## src/rtl/gfx_rom_if.sv

```systemverilog
// Graphics-ROM arbiter bus: three requester ports (tile, CPU, sprite) plus the shared memory port.
// The arbiter connects as slave; requesters and memory are modelled from the master side.
interface gfx_rom_if #(
    parameter int AW = 21,
    parameter int DW = 32
);
    logic          t_req, c_req, s_req;
    logic [AW-1:0] t_addr, c_addr, s_addr;
    logic [DW-1:0] t_data, c_data, s_data;
    logic          t_ack, c_ack, s_ack;
    logic          mem_req;
    logic [AW-1:0] mem_addr;
    logic          mem_rdy;
    logic [DW-1:0] mem_data;
    logic          tmo;

    modport slave (
        input  t_req, t_addr, c_req, c_addr, s_req, s_addr, mem_rdy, mem_data,
        output t_data, t_ack, c_data, c_ack, s_data, s_ack, mem_req, mem_addr, tmo
    );

    modport master (
        output t_req, t_addr, c_req, c_addr, s_req, s_addr, mem_rdy, mem_data,
        input  t_data, t_ack, c_data, c_ack, s_data, s_ack, mem_req, mem_addr, tmo
    );
endinterface

```

## src/rtl/gfx_rom_arbiter.sv

```systemverilog
// Shares one graphics-ROM read port between tile (fixed top priority), CPU and sprite
// requesters (round-robin), one access in flight, with a watchdog and late-reply flush.

// Per-requester return path: data register and one-cycle ack pulse.
module gfx_rom_arb_port #(
    parameter int DW = 32
) (
    input  logic          clk_24M,
    input  logic          nRES,
    input  logic          load,
    input  logic [DW-1:0] din,
    output logic [DW-1:0] data,
    output logic          ack
);
    always_ff @(posedge clk_24M or negedge nRES) begin
        if (!nRES) begin
            data <= '0;
            ack  <= 1'b0;
        end else begin
            ack <= load;
            if (load) data <= din;
        end
    end
endmodule

module gfx_rom_arbiter #(
    parameter int AW      = 21,
    parameter int DW      = 32,
    parameter int TIMEOUT = 64
) (
    input logic       clk_24M,
    input logic       nRES,
    gfx_rom_if.slave  bus
);
    localparam int NUM_PORTS = 3;  // index 0 = tile, 1 = CPU, 2 = sprite

    localparam logic [1:0] S_IDLE  = 2'd0;
    localparam logic [1:0] S_WAIT  = 2'd1;
    localparam logic [1:0] S_FLUSH = 2'd2;

    localparam logic [1:0] G_NONE = 2'd0;
    localparam logic [1:0] G_T    = 2'd1;
    localparam logic [1:0] G_C    = 2'd2;
    localparam logic [1:0] G_S    = 2'd3;

    localparam logic [7:0] CNT_LAST = 8'(TIMEOUT - 1);

    logic [1:0]                     state;
    logic [1:0]                     gnt;
    logic                           rr;
    logic [7:0]                     cnt;
    logic                           mem_req_q;
    logic [AW-1:0]                  mem_addr_q;
    logic                           tmo_q;

    logic [NUM_PORTS-1:0]           req;
    logic [NUM_PORTS-1:0]           mask;
    logic [NUM_PORTS-1:0]           eff;
    logic [NUM_PORTS-1:0][AW-1:0]   addr;
    logic [NUM_PORTS-1:0][DW-1:0]   data;
    logic [NUM_PORTS-1:0]           ack;
    logic [NUM_PORTS-1:0]           gnt_oh;
    logic [NUM_PORTS-1:0]           load;
    logic [DW-1:0]                  din;
    logic [1:0]                     pick;
    logic [AW-1:0]                  pick_addr;
    logic                           done;

    assign req  = {bus.s_req, bus.c_req, bus.t_req};
    assign addr = {bus.s_addr, bus.c_addr, bus.t_addr};

    // The mask bit is set exactly in the ack cycle and clears one cycle later,
    // which is precisely the ack register, so it is shared rather than duplicated.
    assign mask = ack;
    assign eff  = req & ~mask;

    always_comb begin
        pick      = G_NONE;
        pick_addr = '0;
        if (eff[0]) begin
            pick      = G_T;
            pick_addr = addr[0];
        end else if (eff[1] && (!eff[2] || !rr)) begin
            pick      = G_C;
            pick_addr = addr[1];
        end else if (eff[2]) begin
            pick      = G_S;
            pick_addr = addr[2];
        end
    end

    always_comb begin
        gnt_oh = '0;
        case (gnt)
            G_T:     gnt_oh = 3'b001;
            G_C:     gnt_oh = 3'b010;
            G_S:     gnt_oh = 3'b100;
            default: gnt_oh = '0;
        endcase
    end

    // A WAIT ends either on a reply or when the watchdog expires; both ack the requester.
    assign done = (state == S_WAIT) && (bus.mem_rdy || cnt == CNT_LAST);
    assign load = done ? gnt_oh : '0;
    assign din  = bus.mem_rdy ? bus.mem_data : '1;

    for (genvar i = 0; i < NUM_PORTS; i++) begin : g_port
        gfx_rom_arb_port #(.DW(DW)) u_port (
            .clk_24M (clk_24M),
            .nRES    (nRES),
            .load    (load[i]),
            .din     (din),
            .data    (data[i]),
            .ack     (ack[i])
        );
    end

    always_ff @(posedge clk_24M or negedge nRES) begin
        if (!nRES) begin
            state      <= S_IDLE;
            gnt        <= G_NONE;
            rr         <= 1'b0;
            cnt        <= '0;
            mem_req_q  <= 1'b0;
            mem_addr_q <= '0;
            tmo_q      <= 1'b0;
        end else begin
            tmo_q <= 1'b0;
            case (state)
                S_IDLE: begin
                    if (pick != G_NONE) begin
                        gnt        <= pick;
                        mem_addr_q <= pick_addr;
                        mem_req_q  <= 1'b1;
                        cnt        <= '0;
                        state      <= S_WAIT;
                    end
                end
                S_WAIT: begin
                    if (done) begin
                        tmo_q     <= !bus.mem_rdy;
                        mem_req_q <= 1'b0;
                        cnt       <= '0;
                        gnt       <= G_NONE;
                        state     <= bus.mem_rdy ? S_IDLE : S_FLUSH;
                        if (gnt == G_C) rr <= 1'b1;
                        else if (gnt == G_S) rr <= 1'b0;
                    end else begin
                        cnt <= cnt + 8'd1;
                    end
                end
                S_FLUSH: begin
                    // A late reply or the flush window expiring both release the port.
                    if (bus.mem_rdy || cnt == CNT_LAST) begin
                        cnt   <= '0;
                        state <= S_IDLE;
                    end else begin
                        cnt <= cnt + 8'd1;
                    end
                end
                default: state <= S_IDLE;
            endcase
        end
    end

    assign bus.mem_req  = mem_req_q;
    assign bus.mem_addr = mem_addr_q;
    assign bus.tmo      = tmo_q;
    assign bus.t_data   = data[0];
    assign bus.c_data   = data[1];
    assign bus.s_data   = data[2];
    assign bus.t_ack    = ack[0];
    assign bus.c_ack    = ack[1];
    assign bus.s_ack    = ack[2];
endmodule

```

## src/flat_wrapper.sv

```systemverilog
// flat-port wrapper written by rule: the top's interface ports become plain ports
module gfx_rom_arbiter_flat 
#(
    parameter int AW      = 21,
    parameter int DW      = 32,
    parameter int TIMEOUT = 64
)
  (clk_24M, nRES, bus_t_req, bus_t_addr, bus_c_req, bus_c_addr, bus_s_req, bus_s_addr, bus_mem_rdy, bus_mem_data, bus_t_data, bus_t_ack, bus_c_data, bus_c_ack, bus_s_data, bus_s_ack, bus_mem_req, bus_mem_addr, bus_tmo);
  gfx_rom_if #(.AW(AW), .DW(DW)) bus_i ();
  input logic clk_24M;
  input logic nRES;
  input wire logic [$bits(bus_i.t_req)-1:0] bus_t_req;
  input wire logic [$bits(bus_i.t_addr)-1:0] bus_t_addr;
  input wire logic [$bits(bus_i.c_req)-1:0] bus_c_req;
  input wire logic [$bits(bus_i.c_addr)-1:0] bus_c_addr;
  input wire logic [$bits(bus_i.s_req)-1:0] bus_s_req;
  input wire logic [$bits(bus_i.s_addr)-1:0] bus_s_addr;
  input wire logic [$bits(bus_i.mem_rdy)-1:0] bus_mem_rdy;
  input wire logic [$bits(bus_i.mem_data)-1:0] bus_mem_data;
  output wire logic [$bits(bus_i.t_data)-1:0] bus_t_data;
  output wire logic [$bits(bus_i.t_ack)-1:0] bus_t_ack;
  output wire logic [$bits(bus_i.c_data)-1:0] bus_c_data;
  output wire logic [$bits(bus_i.c_ack)-1:0] bus_c_ack;
  output wire logic [$bits(bus_i.s_data)-1:0] bus_s_data;
  output wire logic [$bits(bus_i.s_ack)-1:0] bus_s_ack;
  output wire logic [$bits(bus_i.mem_req)-1:0] bus_mem_req;
  output wire logic [$bits(bus_i.mem_addr)-1:0] bus_mem_addr;
  output wire logic [$bits(bus_i.tmo)-1:0] bus_tmo;
  assign bus_i.t_req = bus_t_req;
  assign bus_i.t_addr = bus_t_addr;
  assign bus_i.c_req = bus_c_req;
  assign bus_i.c_addr = bus_c_addr;
  assign bus_i.s_req = bus_s_req;
  assign bus_i.s_addr = bus_s_addr;
  assign bus_i.mem_rdy = bus_mem_rdy;
  assign bus_i.mem_data = bus_mem_data;
  assign bus_t_data = bus_i.t_data;
  assign bus_t_ack = bus_i.t_ack;
  assign bus_c_data = bus_i.c_data;
  assign bus_c_ack = bus_i.c_ack;
  assign bus_s_data = bus_i.s_data;
  assign bus_s_ack = bus_i.s_ack;
  assign bus_mem_req = bus_i.mem_req;
  assign bus_mem_addr = bus_i.mem_addr;
  assign bus_tmo = bus_i.tmo;
  gfx_rom_arbiter #(.AW(AW), .DW(DW), .TIMEOUT(TIMEOUT)) u_core (.clk_24M(clk_24M), .nRES(nRES), .bus(bus_i));
endmodule
```

## config.mk

```make
export PLATFORM = sky130hd
export DESIGN_NAME = gfx_rom_arbiter_flat
export DESIGN_NICKNAME = d
export VERILOG_FILES = /design/src/rtl/gfx_rom_if.sv /design/src/rtl/gfx_rom_arbiter.sv /design/src/flat_wrapper.sv
export SDC_FILE = /design/constraint.sdc
export NUM_CORES = 1
export LEC_CHECK = 0
export ABC_AREA = 0
export CAP_MARGIN = 20
export CORE_MARGIN = 5
export CORE_UTILIZATION = 42
export CTS_BUF_LIST = sky130_fd_sc_hd__clkbuf_8
export DETAILED_ROUTE_END_ITERATION = 8
export PLACE_DENSITY = 0.81
export REMOVE_ABC_BUFFERS = 1
export SYNTH_ARGS = -nofsm -noshare
export SYNTH_HDL_FRONTEND = slang
export SYNTH_HIERARCHICAL = 1
export SYNTH_SLANG_ARGS = --single-unit
```

## constraint.sdc

```tcl
create_clock -name clk_24M -period 2 [get_ports clk_24M]
set_clock_uncertainty 0.2 [all_clocks]
set_input_delay 0.6 -clock clk_24M [delete_from_list [all_inputs] [get_ports clk_24M]]
set_output_delay 0.6 -clock clk_24M [all_outputs]
set_load 0.05 [all_outputs]
```

==> results.txt, run 1 <==
----------------------------------------------------
[Global routing]
  Number of global-route vias before repair ... ~5,700
  Initial antenna violation count ... 1
  Total congestion overflow ... 0
  Global-route wire length before repair ... 33,500 µm
  Maximum number of pins on one net before global-route repair ... 42
  All-Layer GR Usage ... approximately a quarter

[Worst hold path]
  Worst Hold Endpoint ... u_core/g_port[1].u_port/data[26]
  Path category of the worst min-delay check ... register to register
  Hold wc startpoint ... u_core/g_port[1].u_port/data[26]
  Depth of the worst hold-timing path ... 1

[Clock tree]
  TritonCTS clock tree ... yes
  CTS Root Cell ... clkbuf_8
  Max Buffers Root-to-Sink ... 2
  Clock-pin slew on the worst setup and hold paths ... approximately 80 ps
  Number of buffers created by CTS ... 17
  Latest clock arrival within the worst-skew pair ... approximately 450 ps
  H-tree lvl count ... 4
  Sinks on Clock Net ... ~140

[Setup path]
  Worst path arrival time ... roughly 2400 ps
  Critical Path Fanout Max ... 24
  Critical path endpoint category ... register
  Reg2Reg Depth ... 7
  Type of element launching the critical path ... register
  Capture point of the worst reg-to-reg path ... u_core/g_port[2].u_port/data[29]
  R2r startpoint ... u_core/cnt[0]
  Minimum setup slack among reg-to-reg paths ... -300 ps
  Type of the setup path with the least slack ... register to register
  CP Data Required Time ... 2130 ps

[STA]
  Time the worst path needs with I/O delays and setup ... about 2300 ps
  Number of slew-limit violations in the final report ... 0
  Max transition margin ... slightly above 70%
  Top achievable clock speed ... 0.435 GHz
  Worst Max-Slew Pin Slew ... 418 ps
  Unrepaired setup endpoints after global routing ... true
  Fin crit share ... 115%
  Min setup slack post-route ... -300 ps
  Number of hold violations in the final report ... 0
  Final setup violation count ... 98

[Logic synthesis]
  Number of distinct library cells after synthesis ... 44
  Number of instances in the synthesized netlist ... 444
  Flip-flop and latch count after synthesis ... 135
  Synthesized cell area ... slightly above 6000 µm²
  Sequential element share of the synthesized area ... 54.2%
  Synthesized area divided by synthesized cell count ... approximately 14 µm²
  Count of yosys warnings during synthesis ... 6

[Drt]
  Iter 0 DRT Violations ... 284
  Routed wire per std cell ... roughly 24 µm
  Vias after detailed routing ... between 5,000 and 6,000
  WL final ... 21,700 µm
  Residual antenna-violating net count after detailed routing ... 0
  Routed via count divided by cell count ... between 5 and 6
  Detailed-route DRC error count ... 0
  Number of iterations in the first detailed-routing pass ... 5

[Layout]
  Most common cell after layout, fill and taps aside ... buf_12
  Leading cell types in the layout, fill and taps excluded ... buf_12 (137), dfrtp_1 (134), clkdlybuf4s50_1 (98)
  Area overhead of the layout relative to synthesis ... 77.0%
  Share of cells above drive strength 1 ... 46.8%
  Post-layout net count ... slightly above 800
  Inserted Diodes ... 0
  Area of all placed cells without fillers ... 11,000 µm²

[Die]
  Number of top-level pins ... 223
  Standard cell core area ... roughly 15,000 µm²
  Std cell rows ... 44
  Vertical extent of the die ... 132 µm
  Die Area ... approximately 17,000 µm²
  Die outline width ... ~130 µm
  Initial cell density of the core ... roughly 43%

[Place]
  Post-DP HPWL ... ~14,000 µm
  Placement Cell Area ... around 10,000 µm²
  Count of buffers from port buffering ... approximately 220
  Worst slack after detailed placement ... -593 ps
  Last weighted congestion value of the routability-driven placer ... a little under 0.9

[Power and ir drop]
  Power density over the cells ... a little under 2000 nW/µm²
  LEAKAGE ... 0.00483 µW
  Post-layout power ... 21,200 µW
  Max IR drop VDD ... roughly 1300 µV

[Outcome]
  Outcome ... complete, but fails checks
  Failing checks ... negative setup slack

[Job]
  Max capacitance violation total ... 0

----------------------------------------------------
==> registers in the layout, summed over array words and instances, names as in the netlist <==
name / flops
u_core/bus.mem_req: 1
u_core/bus.mem_addr: 21
u_core/state: 2
u_core/gnt: 2
u_core/g_port.u_port/data: 96
u_core/g_port.u_port/ack: 3
u_core/cnt: 8
u_core/rr: 1
u_core/bus.tmo: 1
==> worst max-delay path by stage <==
stage / from / endpoint / cells after the start
floorplan: u_core/cnt[0] / u_core/g_port[0].u_port/data[29] / 5
global placement: bus_mem_rdy / u_core/g_port[1].u_port/data[29] / 6
detailed placement: bus_mem_rdy / u_core/g_port[1].u_port/data[29] / 6
CTS: u_core/cnt[1] / u_core/g_port[2].u_port/data[29] / 7
global route: u_core/cnt[0] / u_core/g_port[2].u_port/data[29] / 7
finish: u_core/cnt[0] / u_core/g_port[2].u_port/data[29] / 7
==> cell usage after synthesis (all sizes together) <==
library cell  count  share of area [%]
nand3             4               0.32
o21ai             6               0.48
a21oi             9               0.72
and4b             1               0.18
nor3b             2               0.24
o311ai            1               0.14
nor4              1               0.10
nand2b           35                3.5
o211ai            1               0.12
nor2             29                1.8
nand3b            1               0.12
a221o             1               0.16
a221oi           22                3.1
nand2             9               0.54
and4              2               0.28
a21o              1               0.12
or3b              1               0.18
o32a              1               0.16
a41oi             1               0.14
o21bai            1               0.12
a31oi             2               0.20
inv               6               0.36
buf              13                3.5
nor2b             5               0.50
dfrtp           135                 54
and3              2               0.20
mux2             96                 23
a22o              2               0.28
nand4             2               0.20
or2b              1               0.12
ha                5                1.0
o2bb2ai           2               0.28
o22ai            21                2.1
clkbuf           14               0.84
a41o              1               0.16
and2              1               0.10
o31ai             1               0.12
a32o              1               0.16
nor3              4               0.32
or4               1               0.12
==> per-layer routing <==
layer	up-vias	wire (µm)	global-route usage, %
met2	280	11100	41.9
met5	-	13	0
met4	2	688	9.37
li1	2181	-	-
met1	2525	8140	27.6
met3	62	1780	9.24
==> power by group <==
group          switching, µW  internal, µW
Sequential              1520          3970
Combinational           6370          6760
Clock                   1120          1460
==> what timing repair did <==
| action | CTS | global route |
|---|---|---|
| endpoints found under the hold margin | 21 | 0 |
| pin swaps | 4 | 3 |
| buffers inserted | 14 | 5 |
| resized for setup | 31 | 25 |
| endpoints found under the setup margin | 112 | 126 |
| hold buffers | 1 | 0 |
| gates cloned | 3 | 1 |
==> metrics by stage <==
step                std cells  setup TNS, ps  hold WS, ps  util, %
detailed placement        868         -61740          335     69.7
finish                    921         -22520          381     76.0
global placement          868         -54570          337     69.7
CTS                       917         -17290          385     75.0
global route              921         -28770          396     76.0
floorplan                 417        -191660          104        -
==> critical path, stage by stage, from the launching register on <==
cell and delay, ps:
dfrtp_1 380, ha_2 210, and4_4 250, a21oi_4 70, buf_6 130, and4b_2 320
buf_12 220, mux2_2 360
==> area by class of cell <==
type	count	area (µm²)
Sequential cell	135	3380
Multi-Input combinational cell	276	2740
Fill cell	814	3490
Clock buffer	20	275
Inverter	6	22.5
Tap cell	184	230
Clock inverter	12	175
Timing Repair Buffer	288	4220
==> kinds of logic after synthesis <==
| family | count (synthesis) | share of synthesized area [%] |
|---|---|---|
| fa+ha+maj | 5 | 1.00 |
| compound gates | 74 | 8.56 |
| buf+inv | 33 | 4.71 |
| simple gates | 101 | 8.82 |
| flops | 135 | 54.2 |
| mux | 96 | 22.7 |
No activity file was read; power rests on OpenSTA's default activity.
==> run 2: changes to the inputs <==
Settings changed: GPL_ROUTABILITY_DRIVEN set to 0.
==> run 2 against run 1 <==
The run still ends with negative setup slack left. Combinational power is essentially flat. Final cell count grew 0.11%. Sequential cell count is the same. Critical path depth stayed put. Non-clock buffer count increased by 1. Die area unchanged. Total power grew 0.27%. Routed wire length grew 5.8%. Utilization is 0.52 points higher. Clock power is 5% lower. Fmax grew 0.37%. Count of clock-buffer cells in the layout decreased by 3. Highest routed layer is now met4.
==> results.txt, run 2 (synthesis results as in run 1) <==
----------------------------------------------------
[Outcome]
  Outcome ... complete, but fails checks
  Failing checks ... negative setup slack

[Layout]
  Area of all placed cells without fillers ... 11,100 µm² (+0.68%)
  Area overhead of the layout relative to synthesis ... 78.2%
  Leading cell types in the layout, fill and taps excluded ... buf_12 (139), dfrtp_1 (134), clkdlybuf4s50_1 (98)
  Largest register FFs ... 96 (unchanged)
  Post-route non-filler standard cell count ... 922 (+0.11%)
  Share of cells above drive strength 1 ... 47.4% (+0.61 points)
  Post-layout net count ... 831 (+0.12%)
  Count of filler cells inserted in the layout ... 758 (-6.9%)
  Register name with the most flops ... u_core/g_port.u_port/data
  Inserted Diodes ... 0 (unchanged)
  Most common cell after layout, fill and taps aside ... buf_12

[Job]
  Max capacitance violation total ... 0 (unchanged)

[STA]
  Top achievable clock speed ... 0.436 GHz (+0.37%)
  Minimum hold slack ... 382 ps (+1.65 ps)
  Time the worst path needs with I/O delays and setup ... 2290 ps (-8.58 ps)
  Max transition margin ... 69.2% (-3.0 points)
  Unrepaired setup endpoints after global routing ... true
  Worst Max-Slew Pin Slew ... 463 ps (+44.5 ps)
  Final setup violation count ... 107 (+9.2%)
  Number of hold violations in the final report ... 0 (unchanged)
  Min setup slack post-route ... -292 ps (+8.58 ps)
  Fin crit share ... 115% (-0.43 points)
  Setup TNS ... -22,290 ps (+225 ps)
  Number of slew-limit violations in the final report ... 0 (unchanged)

[Die]
  Std cell rows ... 44 (unchanged)
  Die outline width ... 132 µm (unchanged)
  Number of top-level pins ... 223 (unchanged)
  Vertical extent of the die ... 132 µm (unchanged)
  Standard cell core area ... 14,500 µm² (unchanged)
  Initial cell density of the core ... 42.9% (unchanged)
  Die Area ... 17,400 µm² (unchanged)

[Clock tree]
  Max Buffers Root-to-Sink ... 2 (unchanged)
  Sinks on Clock Net ... 135 (unchanged)
  CTS Root Cell ... clkbuf_8
  Clock-pin slew on the worst setup and hold paths ... 80 ps (about the same)
  TritonCTS clock tree ... yes
  Number of buffers created by CTS ... 17 (unchanged)
  H-tree lvl count ... 4 (unchanged)
  Latest clock arrival within the worst-skew pair ... 460 ps (about the same)

[Global routing]
  Global-route wire length before repair ... 33,200 µm (-0.70%)
  Maximum number of pins on one net before global-route repair ... 39 (-7.1%)
  Number of global-route vias before repair ... 5,698 (-0.59%)
  Total congestion overflow ... 0 (unchanged)
  All-Layer GR Usage ... 23.9% (-0.49 points)
  Initial antenna violation count ... 0 (-1)

[Setup path]
  Minimum setup slack among reg-to-reg paths ... -290 ps (about the same)
  Startpoint of the most critical setup path ... u_core/cnt[6]
  Critical Path Slowest Stage Cell ... dfrtp_1
  Worst path arrival time ... 2430 ps (about the same)
  Crit-path max cell delay ... 420 ps (+40 ps)
  Worst setup endpoint ... u_core/g_port[0].u_port/data[24]
  CP Data Required Time ... 2140 ps (about the same)
  Kind of cell adding the most delay to the critical path ... buffers and inverters
  Critical path endpoint category ... register
  Type of the setup path with the least slack ... register to register
  Reg2Reg Depth ... 7 (unchanged)
  Levels on crit path ... 7 (unchanged)
  R2r startpoint ... u_core/cnt[6]
  Worst path bufs/invs ... 3 (+1)
  Critical Path Fanout Max ... 6 (-75%)
  Type of element launching the critical path ... register
  Critical-path cell list ... nor3b_2 > a21oi_4 > buf_4 > nor3_4 > buf_6 > clkbuf_16 > mux2_4
  Capture point of the worst reg-to-reg path ... u_core/g_port[0].u_port/data[24]

[Power and ir drop]
  Combinational share of power ... 62.6% (+0.7 points)
  Relative contribution of the clock network to total power ... 11.5% (-0.7 points)
  Power density over the cells ... 1910 nW/µm² (-0.41%)
  Flop pwr share ... 25.9% (about the same)
  Internal ... 12,100 µW (-1.1%)
  LEAKAGE ... 0.00485 µW (+0.35%)
  Reported net switching power ... 9200 µW (+2.1%)
  Fraction of power spent switching nets ... 43.3% (+0.77 points)
  Max IR drop VDD ... 1350 µV (+1.4%)

[Place]
  Worst slack after detailed placement ... -578 ps (+15.1 ps)
  Placement Cell Area ... 10,100 µm² (about the same)
  Post-DP HPWL ... 14,100 µm (-2.7%)
  Placed Cells ... 865 (-0.35%)
  Count of buffers from port buffering ... 222 (unchanged)

[Drt]
  Vias after detailed routing ... 5,230 (+3.6%)
  Number of iterations in the first detailed-routing pass ... 5 (unchanged)
  Routed wire per std cell ... 24.9 µm (+5.7%)
  Residual antenna-violating net count after detailed routing ... 0 (unchanged)
  Routed via count divided by cell count ... 5.67 (+3.5%)
  Detailed-route DRC error count ... 0 (unchanged)
  Iter 0 DRT Violations ... 428 (+51%)
  WL final ... 23,000 µm (+5.8%)

[Worst hold path]
  Path category of the worst min-delay check ... register to register

----------------------------------------------------
-- run 2: layer usage --
metal | wire, µm | global-route usage (%) | up-vias
li1 | - | - | 2187
met1 | 8720 | 27.7 | 2627
met2 | 11500 | 40.7 | 333
met3 | 1980 | 9.35 | 83
met4 | 809 | 7.94 | 0
met5 | 0 | 0 | -
-- run 2: power by group through the flow --
| stage | clock, µW | sequential [µW] | combinational, µW |
|---|---|---|---|
| floorplan | 0 | 8820 | 2400 |
| global placement | 0 | 5410 | 12500 |
| detailed placement | 0 | 5460 | 12800 |
| CTS | 2490 | 5480 | 13000 |
| global route | 2590 | 5670 | 13700 |
| finish | 2440 | 5510 | 13300 |
-- run 2: layout make-up --
| class | count | area, µm² | share of cell area (%) |
|---|---|---|---|
| Clock inverter | 15 | 191 | 1.72 |
| Inverter | 6 | 22.5 | 0.203 |
| Clock buffer | 17 | 234 | 2.11 |
| Sequential cell | 135 | 3380 | 30.4 |
| Tap cell | 184 | 230 | 2.07 |
| Multi-Input combinational cell | 276 | 2790 | 25.1 |
| Timing Repair Buffer | 289 | 4270 | 38.4 |
-- run 2: metrics by stage --
stage | util (%) | power, µW
final | 76.5 | 21300
after global routing | 76.5 | 21900
after CTS | 74.2 | 20900
after detailed placement | 69.6 | 18200
after global placement | 69.6 | 17900
after floorplan | - | 11200
-- run 2: worst min path at each step --
stage / start / endpoint / slack, ps / cells past startpoint
final: u_core/g_port[0].u_port/data[14] / u_core/g_port[0].u_port/data[14] / 380 / 1
after global routing: u_core/g_port[2].u_port/data[10] / u_core/g_port[2].u_port/data[10] / 390 / 1
after CTS: u_core/rr / u_core/rr / 360 / 2
after detailed placement: u_core/cnt[1] / u_core/cnt[1] / 350 / 1
after global placement: u_core/cnt[1] / u_core/cnt[1] / 320 / 1
after floorplan: nRES / u_core/bus.mem_addr[0] / 100 / 0
-- run 2: worst register-to-register path: stages, from the launching register on --
cell	delay, ps
dfrtp_1	420
nor3b_2	370
a21oi_4	130
buf_4	170
nor3_4	180
buf_6	200
clkbuf_16	190
mux2_4	300
-- run 2: what timing repair did --
action,CTS,global route
endpoints found under the hold margin,22,0
gates cloned,2,6
hold buffers,1,0
pin swaps,2,5
setup endpoints to repair,111,120
resized for setup,27,42
setup buffers,10,11
